**src/rtl/seq_pkg.sv**
```systemverilog
// Shared types and widths for the instruction sequencer.
// No logic here; no latency or backpressure of its own.
package seq_pkg;
  typedef enum logic [1:0] {
    IDLE      = 2'd0,
    RUN       = 2'd1,
    LOAD_WAIT = 2'd2,
    HALT      = 2'd3
  } state_t;

  localparam int CNT_W  = 3;
  localparam int PERF_W = 16;

  localparam logic [CNT_W-1:0]  CNT_ONE  = CNT_W'(1);
  localparam logic [PERF_W-1:0] PERF_ONE = PERF_W'(1);
  localparam logic [PERF_W-1:0] PERF_MAX = '1;
endpackage

```
**src/rtl/seq_pc.sv**
```systemverilog
// Program counter register with next-PC mux (restart load, branch target, wrapping increment).
// PC updates one cycle after restart/advance; holds whenever neither is asserted.
module seq_pc #(
  parameter int PC_W     = 10,
  parameter int START_PC = 0
) (
  input  logic            clk,
  input  logic            rst,
  input  logic            restart,
  input  logic            advance,
  input  logic            take,
  input  logic [PC_W-1:0] target,
  output logic [PC_W-1:0] pc
);
  localparam logic [PC_W-1:0] START_V = PC_W'(START_PC);
  localparam logic [PC_W-1:0] PC_ONE  = PC_W'(1);

  logic [PC_W-1:0] pc_d;
  logic [PC_W-1:0] pc_q;

  // Restart beats advance so an aborted instruction never moves the PC.
  always_comb begin
    pc_d = pc_q;
    if (restart) begin
      pc_d = START_V;
    end else if (advance) begin
      pc_d = take ? target : pc_q + PC_ONE;
    end
  end

  always_ff @(posedge clk) begin
    if (rst) begin
      pc_q <= START_V;
    end else begin
      pc_q <= pc_d;
    end
  end

  assign pc = pc_q;
endmodule

```
**src/rtl/instr_sequencer.sv**
```systemverilog
// Program sequencer: PC/Start/Done control, load wait states, branch commit gating.
// PC and Done registered; CommitEn/MemWriteEn combinational. Optional SEQ_PERF_CNT_EN adds cycle/retire counters.
module instr_sequencer #(
  parameter int PC_W     = 10,
  parameter int LD_LAT   = 1,
  parameter int START_PC = 0
) (
  input  logic            Clk,
  input  logic            Reset,
  input  logic            Start,
  input  logic            Branch,
  input  logic            Immed,
  input  logic            Taken,
  input  logic            MemtoReg,
  input  logic            MemWrite,
  input  logic            Halt,
  input  logic [PC_W-1:0] Target,
  output logic [PC_W-1:0] PC,
  output logic            CommitEn,
  output logic            MemWriteEn,
`ifdef SEQ_PERF_CNT_EN
  output logic [15:0]     CycleCnt,
  output logic [15:0]     RetireCnt,
`endif
  output logic            Done
);
  import seq_pkg::*;

  localparam logic [CNT_W-1:0] LD_WAIT_INIT = CNT_W'((LD_LAT > 0) ? LD_LAT - 1 : 0);

  state_t           state_d, state_q;
  logic [CNT_W-1:0] cnt_d, cnt_q;
  logic             done_d, done_q;
  logic             commit;
  logic             restart;
  logic             advance;

  always_comb begin
    state_d = state_q;
    cnt_d   = cnt_q;
    done_d  = done_q;
    commit  = 1'b0;
    restart = 1'b0;
    advance = 1'b0;
    case (state_q)
      IDLE: begin
        if (Start) begin
          state_d = RUN;
          restart = 1'b1;
        end
      end
      RUN: begin
        if (Start) begin
          restart = 1'b1;
          cnt_d   = '0;
        end else if (Halt) begin
          state_d = HALT;
          done_d  = 1'b1;
        end else if (MemtoReg && (LD_LAT > 0)) begin
          state_d = LOAD_WAIT;
          cnt_d   = LD_WAIT_INIT;
        end else begin
          commit  = 1'b1;
          advance = 1'b1;
        end
      end
      LOAD_WAIT: begin
        // A branch flag riding on a load is honoured here, on the commit cycle.
        if (Start) begin
          state_d = RUN;
          restart = 1'b1;
          cnt_d   = '0;
        end else if (cnt_q != '0) begin
          cnt_d = cnt_q - CNT_ONE;
        end else begin
          state_d = RUN;
          commit  = 1'b1;
          advance = 1'b1;
        end
      end
      HALT: begin
        if (Start) begin
          state_d = RUN;
          done_d  = 1'b0;
          restart = 1'b1;
        end
      end
      default: state_d = IDLE;
    endcase
  end

  always_ff @(posedge Clk) begin
    if (Reset) begin
      state_q <= IDLE;
      cnt_q   <= '0;
      done_q  <= 1'b0;
    end else begin
      state_q <= state_d;
      cnt_q   <= cnt_d;
      done_q  <= done_d;
    end
  end

  seq_pc #(
    .PC_W     (PC_W),
    .START_PC (START_PC)
  ) u_pc (
    .clk     (Clk),
    .rst     (Reset),
    .restart (restart),
    .advance (advance),
    .take    (Branch & (Immed | Taken)),
    .target  (Target),
    .pc      (PC)
  );

  assign CommitEn   = commit;
  assign MemWriteEn = MemWrite & commit;
  assign Done       = done_q;

`ifdef SEQ_PERF_CNT_EN
  logic [PERF_W-1:0] cyc_d, cyc_q;
  logic [PERF_W-1:0] ret_d, ret_q;

  // Every Start leads into RUN, so Start alone is the clear; HALT never counts, hence frozen.
  always_comb begin
    cyc_d = cyc_q;
    ret_d = ret_q;
    if (Start) begin
      cyc_d = '0;
      ret_d = '0;
    end else begin
      if ((state_q == RUN || state_q == LOAD_WAIT) && cyc_q != PERF_MAX) begin
        cyc_d = cyc_q + PERF_ONE;
      end
      if (commit && ret_q != PERF_MAX) begin
        ret_d = ret_q + PERF_ONE;
      end
    end
  end

  always_ff @(posedge Clk) begin
    if (Reset) begin
      cyc_q <= '0;
      ret_q <= '0;
    end else begin
      cyc_q <= cyc_d;
      ret_q <= ret_d;
    end
  end

  assign CycleCnt  = cyc_q;
  assign RetireCnt = ret_q;
`endif
endmodule

```
**config.mk**
```make
export PLATFORM = sky130hd
export DESIGN_NAME = instr_sequencer
export DESIGN_NICKNAME = d
export VERILOG_FILES = /design/src/rtl/seq_pkg.sv /design/src/rtl/seq_pc.sv /design/src/rtl/instr_sequencer.sv
export SDC_FILE = /design/constraint.sdc
export NUM_CORES = 1
export LEC_CHECK = 0
export BUFFER_PORTS_ARGS = -buffer_cell sky130_fd_sc_hd__buf_2
export CORE_MARGIN = 10
export CORE_UTILIZATION = 54
export CTS_CLUSTER_SIZE = 10
export DETAILED_ROUTE_END_ITERATION = 10
export PLACE_DENSITY_LB_ADDON = 0.2
export SYNTH_ARGS = -nofsm -noshare
export SYNTH_HDL_FRONTEND = slang
export SYNTH_HIERARCHICAL = 1
export SYNTH_SLANG_ARGS = --single-unit
export TNS_END_PERCENT = 1
```
**constraint.sdc**
```tcl
create_clock -name Clk -period 3 [get_ports Clk]
set_clock_uncertainty 0.2 [all_clocks]
set_input_delay 0 -clock Clk [delete_from_list [all_inputs] [get_ports Clk]]
set_output_delay 0 -clock Clk [all_outputs]
set_load 0.02 [all_outputs]
```
---- Word level (Yosys, flattened, before mapping) ----
Index checks and enable logic that the tools add are counted.
cells by class
  multiplexer cells ....................... 26
  bitwise gates (word level) .............. 3
  order comparisons ....................... 0
  equality and inequality tests ........... 12
  $mul .................................... 0
  shifts and indexed selects .............. 0
  div/mod/pow operators ................... 0
  reductions and logical operators ........ 10
  add/subtract/negate cells ............... 2
operator list
  operator                                               count
  two-way mux 3 bit                                      5
  inequality test 3 bit, second input constant           5
  two-way mux 2 bit                                      6
  AND reduction 4 bit                                    3
  adder 10 x 1 -> 10 bit, second input constant          1
  two-way mux 1 bit                                      10
  two-way mux 10 bit                                     1
  inequality test 2 bit, second input constant           3
  one-hot mux 2 bit (3 select lines)                     1
  one-hot mux 3 bit (2 select lines)                     1
  equality test 2 bit, second input constant             2
  one-hot mux 1 bit (2 select lines)                     2
  nonzero test 2 bit                                     2
  OR reduction 2 bit                                     2
  OR reduction 4 bit                                     1
  nonzero test 3 bit                                     1
  subtractor 3 x 1 -> 3 bit, second input constant       1
  bitwise AND 1 bit                                      2
  equality test 2 x 1 -> 1 bit, second input constant    1
  zero test 2 bit                                        1
  inequality test 2 x 1 -> 1 bit, second input constant  1
  OR 1 bit                                               1
storage, ports and cells
  bits of input ports ..................... 19
  memory bits (writable) .................. 0
  output and inout bits ................... 13
  memories kept ........................... 0
  bits in latches ......................... 0
  register bits ........................... 16
  bits in read-only memories .............. 0
  logic and storage cells ................. 57

---- Longest topological paths before layout ----
  word-level depth ........................ 5
  depth in mapped cells ................... 9
  gate-level depth less buffers ........... 9

---- Cells and area by module ----
The synthesis kept the hierarchy.
modules (own cells, without submodules)
  module           sequential area each (sq um)  instances  cells each  area an instance (sq um)
  seq_pc           200.2                         1          80          654.4
  instr_sequencer  120.1                         1          56          445.4

---- Worst setup path before layout ----
Ideal clock, no wire load.
  path type ............................... flip-flop to flip-flop
  start ................................... register state_q[1]
  end ..................................... register u_pc.pc_q[9], in the netlist u_pc/pc[9]
  setup time .............................. 0.070 ns
  stages on the path, launching flop included .. 10
  data required time ...................... 2.730 ns
  path slack .............................. 0.833 ns
  clock period less this slack ............ 2.167 ns
  arrival time ............................ 1.897 ns
  buffers on the path ..................... 0
  cells stage by stage .................... dfxtp_1 -> inv_1 -> ha_1 -> nor2b_2 -> a21oi_1 -> nor2_1 -> or2b_1 -> nor2_1 -> a31oi_1 -> a21oi_1
on the way
  longest elaborated chain between the ends .. 2
  elaborated cells between the ends (all ways) .. 3
  classes of those cells .................. eq/ne: 2; mux: 1
ends and longest elaborated chain
  what                                                                        RTL line               source
  start, declared                                                             instr_sequencer.sv:31  state_t state_d, state_q;
  start signal, assigned                                                      instr_sequencer.sv:98  state_q <= state_d;
  equality test 2 bit / equality test 2 x 1 -> 1 bit (equally long branches)  --
  one-hot mux 1 bit (2 select lines) *                                        --
  via CommitEn                                                                instr_sequencer.sv:19  output logic CommitEn,
  end signal, assigned                                                        seq_pc.sv:35           pc_q <= pc_d;
  end, declared                                                               seq_pc.sv:19           logic [PC_W-1:0] pc_q;
Mark *: on every way through the listed nets, which the timed path passes. The rest lies on a longest branch.
A chain may end at the register's enable or synchronous reset.

---- Final worst setup path ----
  start ................................... register state_q[1]
  end ..................................... register u_pc.pc_q[9], in the netlist u_pc/pc[9]
on the way
  longest elaborated chain between the ends .. 2
  elaborated cells between the ends (all ways) .. 3
  classes of those cells .................. eq/ne: 2; mux: 1
ends and longest elaborated chain
  what                                                                        RTL line               source
  equality test 2 bit / equality test 2 x 1 -> 1 bit (equally long branches)  instr_sequencer.sv:45  case (state_q)
  one-hot mux 1 bit (2 select lines) *                                        instr_sequencer.sv:45
Every way passes the cells marked *; elsewhere a longest branch is shown, timed or not.

==> impl_metrics.yaml <==
die:
  rows: 16
  dieArea_um2: 4240
  core_um2: 1940
  die_y_um: 65.1
  start_util: 0.566
  pin_count: 32
  dieWidth_um: 65.1
setup_path:
  cp-start-kind: "flop"
  r2r_slack_ns: 0.70
  slowest_stage: "dfxtp_1"
  path_buf_inv: 2
  cp_top_family: "simple AND/OR/NAND/NOR gates"
  cp_max_fo: 25
  crit_required_ns: 3.02
  arrival_ns: 2.32
  path_class: "flop to flop"
  r2r_cells: 10
  rr_endpoint: "u_pc/pc[9]"
  timing.rr.start: "state_q[1]"
  crit_chain: "inv_1 -> ha_1 -> nor2b_2 -> a21oi_1 -> nor2_1 -> buf_4 -> or2b_1 -> nor2_1 -> a31oi_1 -> a21oi_1"
  end_kind: "flop"
  max_stage_delay_ns: 0.36
clocking:
  numCtsBuffers: 3
  clk_path_buf_depth: 2
  cts_sinks: 16
  clk_pin_slew_ns: 0.10
  ctsRootBufferMaster: "clkbuf_4"
  clock_latency_ns: 0.29
  cts_htree_levels: 1
  cts_tree: "yes"
synth:
  netlist_instances: 136
  yosys.cell_count.top_type: "nor2_1"
  ys_ff_latch: 16
  seq_area_frac_synth: 0.291
  netlist_area_um2: 1100
  synth_area_leaders: "dfxtp_1, ha_1, nor2_1"
  synth_cell_types: 45
  synth_top_area_frac: 0.291
  synth_edf_count: 0
  synthFlopType: "dfxtp_1"
  synth_top_area_cell: "dfxtp_1"
  ys_async_sr_fraction: 0
  synth.yosys.warnings: 6
  synthTopCellsByCount: "nor2_1, dfxtp_1, nand2_1"
  synth_area_per_cell_um2: 8.09
  synth.net_count: 161
global_route:
  grtUsageTotal: 0.137
  antenna_found_initial: 0
  grt_pass1_vias: 1117
  overflow: 0
  grt_max_degree: 26
  grt_pass1_wl_um: 4940
placement:
  portBuffers: 31
  place.gp.congestion: 0.743
  place_hpwl_um: 2020
  dpl_cell_area_um2: 1240
power:
  ir_drop_v: 0.000226
  p_per_area_nw_per_um2: 322
  pwr-share-seq: 0.479
  comb_power_share: 0.202
  netSwitchingPower_uw: 124
  clkPwrFrac: 0.318
  intPower_uw: 336
  swShare: 0.270
  power.leakage_nw: 0.587
detailed_routing:
  drc_errors: 0
  drt-vias-per-instance: 5.49
  drtAntennaViolNets: 0
  vias: 1141
  drtPass1Iterations: 4
  wl_um: 2770
  drt_iter0_markers: 43
  wire_per_inst_um: 13.3
timing:
  finalHoldViolCount: 0
  tns_ns: 0
  relSlewSlack: 0.578
  fin_crit_ns: 2.30
  setup_viol: 0
  timing.fmax_mhz: 434
  maxSlewViolCount: 0
  period_share: 0.768
  rsz0062_at_grt: "no"
  worst_pin_slew_ns: 0.633
finish:
  nNetsFinal: 207
  final_area_um2: 1430
  syn_to_final_growth_pct: 30.1
  finalCoreUtilization: 0.737
  drive_above_1_share: 0.254
  num_antenna_cells: 0
outcome:
  status: "finished clean"
min_path:
  worstHoldPathCells: 3
  holdCritPathClass: "input pin to output port"
  worstHoldStart: "MemWrite"
  holdPathEnd: "MemWriteEn"
flow_run:
  maxCapViolations: 0
## worst reg2reg max path, stage by stage, from the launching register on
cell     delay [ns]
dfxtp_1        0.36
inv_1          0.09
ha_1           0.22
nor2b_2        0.27
a21oi_1        0.10
nor2_1         0.10
buf_4          0.25
or2b_1         0.28
nor2_1         0.11
a31oi_1        0.10
a21oi_1        0.16
## what timing repair did
| item | in CTS | in global routing |
|---|---|---|
| resized for setup | 0 | 0 |
| setup buffers | 0 | 0 |
| endpoints found under the hold margin | 16 | 0 |
| hold buffers | 15 | 0 |
## power by group through the flow
stage               clock (mW)  sequential, mW  combinational, mW
floorplan                    0           0.227             0.0535
global placement             0           0.225             0.0750
detailed placement           0           0.226             0.0770
CTS                      0.152           0.221             0.0924
global route             0.157           0.221              0.104
finish                   0.147           0.221             0.0932
## logic make-up (layout without fill, tap and decap cells)
kind of cell | Yosys count | in the layout | share of synthesized area
buf+inv | 13 | 58 | 0.0705
compound gates | 42 | 42 | 0.269
fa+ha+maj | 6 | 6 | 0.0683
simple gates | 57 | 57 | 0.283
mux | 2 | 2 | 0.0182
flops | 16 | 16 | 0.291
## worst max-delay path by stage
stage                       to  startpoint  slack [ns]  cells after the start
finish              u_pc/pc[9]  state_q[1]        0.70                     10
global route        u_pc/pc[9]  state_q[1]        0.52                     10
CTS                 u_pc/pc[9]  state_q[1]        0.72                     10
detailed placement  u_pc/pc[9]  state_q[1]        0.78                     10
global placement    u_pc/pc[9]  state_q[1]        0.89                     10
floorplan           u_pc/pc[9]  state_q[1]        0.83                      9
## area by class of cell
class | count | area, um^2
sequential | 16 | 320
inverter | 7 | 26.3
fill | 155 | 510
multi-input combinational | 107 | 702
clock buffer | 4 | 36.3
tap | 27 | 33.8
timing repair buffer | 47 | 313
## metal layers
layer / global-route usage / up-vias / routed length [um]
li1: - / 583 / -
met1: 0.167 / 523 / 1280
met2: 0.232 / 31 / 1280
met3: 0.0288 / 4 / 172
met4: 0.0481 / 0 / 28
met5: 0 / - / 0
## per-stage QoR
step | total power [mW] | cells | setup slack, ns | hold WS, ns
floorplan | 0.281 | 136 | 0.833 | -0.0173
global placement | 0.300 | 189 | 0.891 | 0.103
detailed placement | 0.302 | 189 | 0.780 | 0.108
CTS | 0.466 | 208 | 0.719 | 0.162
global route | 0.482 | 208 | 0.522 | 0.195
finish | 0.460 | 208 | 0.697 | 0.168
## cell usage in the layout (no fill, tap or decap), drive strengths merged, types with 2 or more instances in the layout
cell type,instances
nand3b,2
and4,2
a211oi,4
or3,2
and2,2
dlygate4sd3,15
nor2b,2
nor3,3
a311oi,2
inv,7
nand3,4
and3,2
a22oi,4
or2b,2
o31ai,3
ha,6
mux2i,2
nand2b,5
buf,32
nand2,11
o21a,3
nor2,17
o21ai,7
clkbuf,4
a21oi,8
dfxtp,16
a31oi,3
## sequential cells by signal (all words and copies together), names as in the netlist
| signal | cells |
|---|---|
| u_pc/pc | 10 |
| cnt_q | 3 |
| state_q | 2 |
| Done | 1 |
(Power assumes the default switching activity.)
